==> config.mk <==
export PLATFORM = sky130hd
export DESIGN_NAME = fetch_latch_flat
export DESIGN_NICKNAME = d
export VERILOG_FILES = /design/src/rtl/fetch_latch_if.sv /design/src/rtl/fetch_latch.sv /design/src/flat_wrapper.sv
export SDC_FILE = /design/constraint.sdc
export NUM_CORES = 1
export LEC_CHECK = 0
export CAP_MARGIN = 20
export CORE_ASPECT_RATIO = 1.75
export CORE_MARGIN = 5
export CORE_UTILIZATION = 55
export CTS_CLUSTER_DIAMETER = 80
export DETAILED_ROUTE_END_ITERATION = 10
export GPL_TIMING_DRIVEN = 0
export PLACE_DENSITY = 0.86
export SYNTH_ARGS = -nofsm -noshare
export SYNTH_HDL_FRONTEND = slang
export SYNTH_SLANG_ARGS = --single-unit
==> constraint.sdc <==
create_clock -name CLK -period 7.3 [get_ports CLK]
set_clock_uncertainty 0.1 [all_clocks]
set_input_delay 0.73 -clock CLK [delete_from_list [all_inputs] [get_ports CLK]]
set_output_delay 0.73 -clock CLK [all_outputs]
set_load 0.05 [all_outputs]
==> src/rtl/fetch_latch_if.sv <==
// IF/ID boundary signals between the fetch side (PC block, imem) and the fetch latch.
// The latch is the slave; the fetch side or a bench drives through master.
interface fetch_latch_if #(
    parameter int unsigned WORD_W = 32
);
    logic              ihit;
    logic [WORD_W-1:0] imemload;
    logic [WORD_W-1:0] pc_plus_4;
    logic              stall;
    logic              flush;
    logic              imemREN;
    logic              pc_en;
    logic [WORD_W-1:0] instr_id;
    logic [WORD_W-1:0] npc_id;
    logic              valid_id;

    modport master (
        output ihit, imemload, pc_plus_4, stall, flush,
        input  imemREN, pc_en, instr_id, npc_id, valid_id
    );

    modport slave (
        input  ihit, imemload, pc_plus_4, stall, flush,
        output imemREN, pc_en, instr_id, npc_id, valid_id
    );
endinterface

==> src/rtl/fetch_latch.sv <==
// IF/ID stage register with a one-entry skid buffer; throttles the PC and imem
// so a fetch that lands while decode is stalled is parked instead of dropped.
module fetch_latch #(
    parameter int unsigned          WORD_W    = 32,
    parameter logic [WORD_W-1:0]    NOP_INSTR = '0
) (
    input  logic          CLK,
    input  logic          RST,
    fetch_latch_if.slave  bus
);

    typedef enum logic [1:0] {
        EMPTY = 2'd0,
        FULL  = 2'd1,
        SKID  = 2'd2
    } state_t;

    state_t            state;
    logic [WORD_W-1:0] instr_q;
    logic [WORD_W-1:0] npc_q;
    logic              valid_q;
    logic [WORD_W-1:0] skid_instr;
    logic [WORD_W-1:0] skid_npc;
    logic              accept;

    // Reset forces the read enable high and the PC frozen, regardless of flush.
    always_comb begin
        bus.imemREN = RST | ((state != SKID) & ~bus.flush);
        accept      = bus.ihit & bus.imemREN & ~RST;
        bus.pc_en   = ~RST & (bus.flush | accept);
    end

    always_ff @(posedge CLK or posedge RST) begin
        if (RST) begin
            state      <= EMPTY;
            instr_q    <= NOP_INSTR;
            npc_q      <= '0;
            valid_q    <= 1'b0;
            skid_instr <= '0;
            skid_npc   <= '0;
        end else if (bus.flush) begin
            state   <= EMPTY;
            instr_q <= NOP_INSTR;
            npc_q   <= '0;
            valid_q <= 1'b0;
        end else begin
            case (state)
                EMPTY: begin
                    if (accept) begin
                        state   <= FULL;
                        instr_q <= bus.imemload;
                        npc_q   <= bus.pc_plus_4;
                        valid_q <= 1'b1;
                    end
                end
                FULL: begin
                    if (bus.stall) begin
                        // Decode holds its word; a landing fetch is parked in the skid.
                        if (accept) begin
                            state      <= SKID;
                            skid_instr <= bus.imemload;
                            skid_npc   <= bus.pc_plus_4;
                        end
                    end else if (accept) begin
                        instr_q <= bus.imemload;
                        npc_q   <= bus.pc_plus_4;
                    end else begin
                        state   <= EMPTY;
                        instr_q <= NOP_INSTR;
                        npc_q   <= '0;
                        valid_q <= 1'b0;
                    end
                end
                SKID: begin
                    if (!bus.stall) begin
                        state   <= FULL;
                        instr_q <= skid_instr;
                        npc_q   <= skid_npc;
                    end
                end
                default: begin
                    state   <= EMPTY;
                    instr_q <= NOP_INSTR;
                    npc_q   <= '0;
                    valid_q <= 1'b0;
                end
            endcase
        end
    end

    assign bus.instr_id = instr_q;
    assign bus.npc_id   = npc_q;
    assign bus.valid_id = valid_q;

    a_invalid_is_empty_nop: assert property (
        @(posedge CLK) disable iff (RST)
        !valid_q |-> (state == EMPTY && instr_q == NOP_INSTR)
    );

endmodule

==> src/flat_wrapper.sv <==
// flat-port wrapper written by rule: the top's interface ports become plain ports
module fetch_latch_flat 
#(
    parameter int unsigned          WORD_W    = 32,
    parameter logic [WORD_W-1:0]    NOP_INSTR = '0
)
  (CLK, RST, bus_ihit, bus_imemload, bus_pc_plus_4, bus_stall, bus_flush, bus_imemREN, bus_pc_en, bus_instr_id, bus_npc_id, bus_valid_id);
  fetch_latch_if #(.WORD_W(WORD_W)) bus_i ();
  input  logic CLK;
  input  logic RST;
  input wire logic [$bits(bus_i.ihit)-1:0] bus_ihit;
  input wire logic [$bits(bus_i.imemload)-1:0] bus_imemload;
  input wire logic [$bits(bus_i.pc_plus_4)-1:0] bus_pc_plus_4;
  input wire logic [$bits(bus_i.stall)-1:0] bus_stall;
  input wire logic [$bits(bus_i.flush)-1:0] bus_flush;
  output wire logic [$bits(bus_i.imemREN)-1:0] bus_imemREN;
  output wire logic [$bits(bus_i.pc_en)-1:0] bus_pc_en;
  output wire logic [$bits(bus_i.instr_id)-1:0] bus_instr_id;
  output wire logic [$bits(bus_i.npc_id)-1:0] bus_npc_id;
  output wire logic [$bits(bus_i.valid_id)-1:0] bus_valid_id;
  assign bus_i.ihit = bus_ihit;
  assign bus_i.imemload = bus_imemload;
  assign bus_i.pc_plus_4 = bus_pc_plus_4;
  assign bus_i.stall = bus_stall;
  assign bus_i.flush = bus_flush;
  assign bus_imemREN = bus_i.imemREN;
  assign bus_pc_en = bus_i.pc_en;
  assign bus_instr_id = bus_i.instr_id;
  assign bus_npc_id = bus_i.npc_id;
  assign bus_valid_id = bus_i.valid_id;
  fetch_latch #(.WORD_W(WORD_W), .NOP_INSTR(NOP_INSTR)) u_core (.CLK(CLK), .RST(RST), .bus(bus_i));
endmodule
# After elaboration in Yosys (flattened, before gate mapping)
# Index checks and enable logic that the tools add are counted.
dict set report totals {
  register_bits 131
  in_bits 69
  output_inout_bits 67
}
dict set report op_classes {
  n_eq_ne 10
  n_mux 24
  n_bitwise 8
  n_reduce_logical 5
}
# operator count
set op_table {}
lappend op_table {{$mux W32} 10}
lappend op_table {{$pmux W32 S3} 2}
lappend op_table {{$mux W2} 6}
lappend op_table {{$reduce_and A4 Y1} 3}
lappend op_table {{$ne A3 B3 Y1 const B} 3}
lappend op_table {{$pmux W2 S3} 1}
lappend op_table {{$and A1 B1 Y1} 4}
lappend op_table {{$mux W1} 4}
lappend op_table {{$ne A2 B2 Y1 const B} 2}
lappend op_table {{$ne A4 B3 Y1 const B} 1}
lappend op_table {{$ne A4 B4 Y1 const B} 1}
lappend op_table {{$ne A3 B2 Y1 const B} 1}
lappend op_table {{$pmux W1 S3} 1}
lappend op_table {{$reduce_and A3 Y1} 1}
lappend op_table {{$eq A2 B1 Y1 const B} 1}
lappend op_table {{$eq A2 B2 Y1 const B} 1}
lappend op_table {{$logic_not A2 Y1} 1}
lappend op_table {{$not A1 Y1} 2}
lappend op_table {{$or A1 B1 Y1} 2}

# Logic depth before layout (Yosys ltp)
dict set report depth {
  word_depth 9
  ltp_mapped 6
  ltp_nobuf 4
}

# Worst setup path before layout
# No wires, ideal clock.
dict set report synth_path {
  kind {input port to output port}
  start {input RST}
  end {output bus_imemREN}
  arrival_time_ns 4.783
  t_required_ns 6.470
  path_slack_ns 1.687
  path_stages 2
  n_path_buf 0
  cell_sequence {inv_1 > o21ai_1}
}
dict set report synth_between {
  elab_chain_cells 1
}
# item line
set synth_rtl {}
lappend synth_rtl {{from (decl)} flat_wrapper.sv:10} ;# input logic RST;
lappend synth_rtl {{$or A1 B1 Y1} fetch_latch.sv:28} ;# bus.imemREN = RST | ((state != SKID) & ~bus.flush);
lappend synth_rtl {{to (decl)} flat_wrapper.sv:16} ;# output wire logic [$bits(bus_i.imemREN)-1:0] bus_imemREN;
# Every way passes these cells.

# Worst setup path in the final report
# Ends and elaborated chain as after synthesis.

==> results.py <==
metrics = {
    "outcome": {
        "status": "completed",
    },
    "floorplan": {
        "die_w_um": 90.3,
        "core_um2": 11100,
        "die_y_um": 151,
        "ios": 136,
        "num_rows": 51,
        "initial_core_util_pct": 55.9,
        "dieArea_um2": 13600,
    },
    "synth": {
        "synth_cell_types": 29,
        "yosys_warnings": 0,
        "synth_fp_nets": 526,
        "ys_seq_elements": 131,
        "synth_top_area_cell": "dfrtp_1",
        "async_flop_share_pct": 100,
        "synth.top_cell.area_share_pct": 52.8,
        "synth_top_cells_by_area": "dfrtp_1 53%, mux2_1 12%, mux2i_1 10%, a22o_1 9.0%, o2bb2ai_1 9.0%",
        "synthFlopType": "dfrtp_1",
        "avgSynthCellArea_um2": 13.6,
        "syn_area_um2": 6200,
        "synth-seq-area-share_pct": 52.8,
        "synth_edf_count": 0,
        "postSynthCellCount": 457,
    },
    "sta": {
        "setup_violations": 0,
        "period_share_pct": 53.2,
        "min_period_ns": 3.88,
        "relSlewSlack_pct": 47.7,
        "fmax_mhz": 257,
        "holdWs_ns": 0.389,
        "fin_setup_tns_ns": 0,
        "tightest_slew_ns": 0.784,
        "final_max_slew_viol_count": 0,
        "finalHoldViolations": 0,
        "rsz0062_at_grt": "false",
    },
    "place": {
        "post_dp_cell_area_um2": 7740,
        "dp.cells": 724,
        "gp_congestion": 0.843,
        "io_buffers": 134,
        "dp_hpwl_um": 11100,
    },
    "global_route": {
        "grt_max_degree": 82,
        "track_usage_pct": 23.2,
        "antenna_found_initial": 0,
        "grt-ovfl-total": 0,
        "first_global_vias": 4952,
        "grt_pass1_wl_um": 25200,
    },
    "finish": {
        "finalInstanceArea_um2": 8300,
        "register_area_um2": 3280,
        "mostFrequentLayoutCells": "134 x clkdlybuf4s50_1, 131 x dfrtp_1, 65 x mux2i_1",
        "final_nets": 680,
        "stdcell_count": 756,
        "drive_gt1_share_pct": 10.4,
        "multi_input_area_um2": 2690,
        "insertedDiodeCount": 0,
        "num-fill-cells": 769,
        "layout_commonest_cell": "clkdlybuf4s50_1",
        "area_growth_pct": 33.8,
    },
    "power": {
        "p_clk_share_pct": 38.8,
        "seq_power_share_pct": 42.7,
        "power_density_nw_per_um2": 246,
        "p_int_w": 0.00146,
        "switching_share_pct": 28.8,
        "fin_total_pwr_w": 0.00204,
        "switchingPower_w": 0.000588,
        "ir_worst_vdd_uv": 185,
        "leakage_nw": 3.54,
        "p_comb_share_pct": 18.6,
    },
    "critical_path": {
        "crit_arrival_ns": 3.05,
        "cp_num_cells": 5,
        "crit_slowest_cell": "clkdlybuf4s50_1",
        "cp-start-kind": "primary input",
        "end_kind": "output port",
        "cpMostUsedCell": "clkdlybuf4s50_1",
        "reg2reg_depth": 6,
        "cp.required_ns": 6.47,
        "crit_chain": "clkdlybuf4s50_1, inv_6, buf_16, o21ai_1, clkdlybuf4s50_1",
        "critPathMaxStageDelay_ns": 0.73,
        "crit_type": "primary input to output port",
        "critical_path.top_delay_family": "buffers and inverters",
        "path_buf_inv": 4,
        "cp_max_fo": 81,
    },
    "hold_path": {
        "hold_class": "register to register",
        "hold-path-cell-count": 1,
    },
    "route": {
        "drt_wl_total_um": 15300,
        "avgRoutedWirePerCell_um": 20.2,
        "drtIter0Drc": 241,
        "drc_errors": 0,
        "firstDrtPassIters": 4,
        "ant_nets": 0,
        "num_vias": 4558,
        "viasPerCell": 6.03,
    },
    "clocking": {
        "cts_tree": "built",
        "cts.repair.resized": 0,
        "clock_latency_ns": 0.41,
        "cts_hold_buf": 0,
        "clkTransAtPathRegs_ns": 0.05,
        "clock-root-buffer": "clkbuf_16",
        "cts.htree.levels": 4,
        "post_cts_buffers": 0,
        "cts_max_path_buffers": 2,
        "cts_made_buffers": 17,
        "numClockSinks": 131,
    },
    "run": {
        "maxCapViolCount": 0,
    },
}
==> power groups by stage <==
stage	Combinational, W	Clock (W)	Sequential (W)
finish	0.000379	0.000792	0.000872
global route	0.000407	0.000842	0.000882
CTS	0.000383	0.000805	0.000872
detailed placement	0.000381	0	0.000884
global placement	0.000367	0	0.000877
floorplan	0.000156	0	0.000956
==> kinds of logic (layout without fill, tap and decap cells) <==
group	Yosys count	count (layout)	synth area share, %
DFF	131	131	52.8
muxes	129	129	22.1
and+or+nand+nor	17	17	2.10
AOI/OAI and AO/OA	136	136	19.1
buffers and inverters	44	211	3.89
==> cells in the mapped netlist, drive strengths merged (2+ instances only) <==
cell     number
a21oi         5
a22o         64
buf          26
clkbuf       16
dfrtp       131
inv           2
mux2         64
mux2i        65
nand2b        2
nor2          4
nor2b         3
nor3b         2
o2bb2ai      64
==> flip-flops by register name (all words and copies together), names as in the netlist <==
register and cells:
u_core.bus.instr_id 32, u_core.state 2, u_core.skid_instr 32, u_core.skid_npc 32, u_core.bus.npc_id 32, u_core.bus.valid_id 1
==> layer usage <==
layer | global-route usage (%) | part of all wire [%]
met3 | 5.00 | 4.6
met1 | 26.0 | 37
met4 | 10.6 | 2.9
met5 | 0 | 0
met2 | 42.0 | 55
==> worst paths after layout <==
check	startpoint	to	slack (ns)
max	RST	bus_imemREN	3.42
min	u_core.skid_npc[29]$_DFFE_PP0P_	u_core.skid_npc[29]$_DFFE_PP0P_	0.39
max reg2reg	u_core.state[1]$_DFFE_PP0P_	u_core.bus.npc_id[18]$_DFFE_PP0P_	5.18
min reg2reg	u_core.skid_npc[29]$_DFFE_PP0P_	u_core.skid_npc[29]$_DFFE_PP0P_	0.39
max in group asynchronous	RST	u_core.skid_instr[20]$_DFFE_PP0P_	5.56
min in group asynchronous	RST	u_core.bus.instr_id[5]$_DFFE_PP0P_	0.81
==> stage by stage <==
stage,setup WS [ns],utilization [%]
3_5_place_dp,3.37,69.7
3_3_place_gp,0.236,69.5
2_1_floorplan,1.69,-
4_1_cts,3.34,74.8
5_1_grt,3.19,74.8
6_report,3.42,74.8
==> layout make-up <==
class | count | area share [%]
Buffer | 42 | 2.82
Clock inverter | 14 | 1.55
Timing Repair Buffer | 135 | 16.5
Clock buffer | 18 | 5.17
Tap cell | 132 | 1.99
Multi-Input combinational cell | 282 | 32.3
Inverter | 2 | 0.151
Sequential cell | 131 | 39.5
==> worst reg2reg max path, delay by kind of cell (launching register included) <==
family	cells	cell delay, ns
flops	1	0.37
buf+inv	2	0.48
simple gates	1	0.28
compound gates	3	0.83
Note: power is estimated with default switching activity, not from simulation.
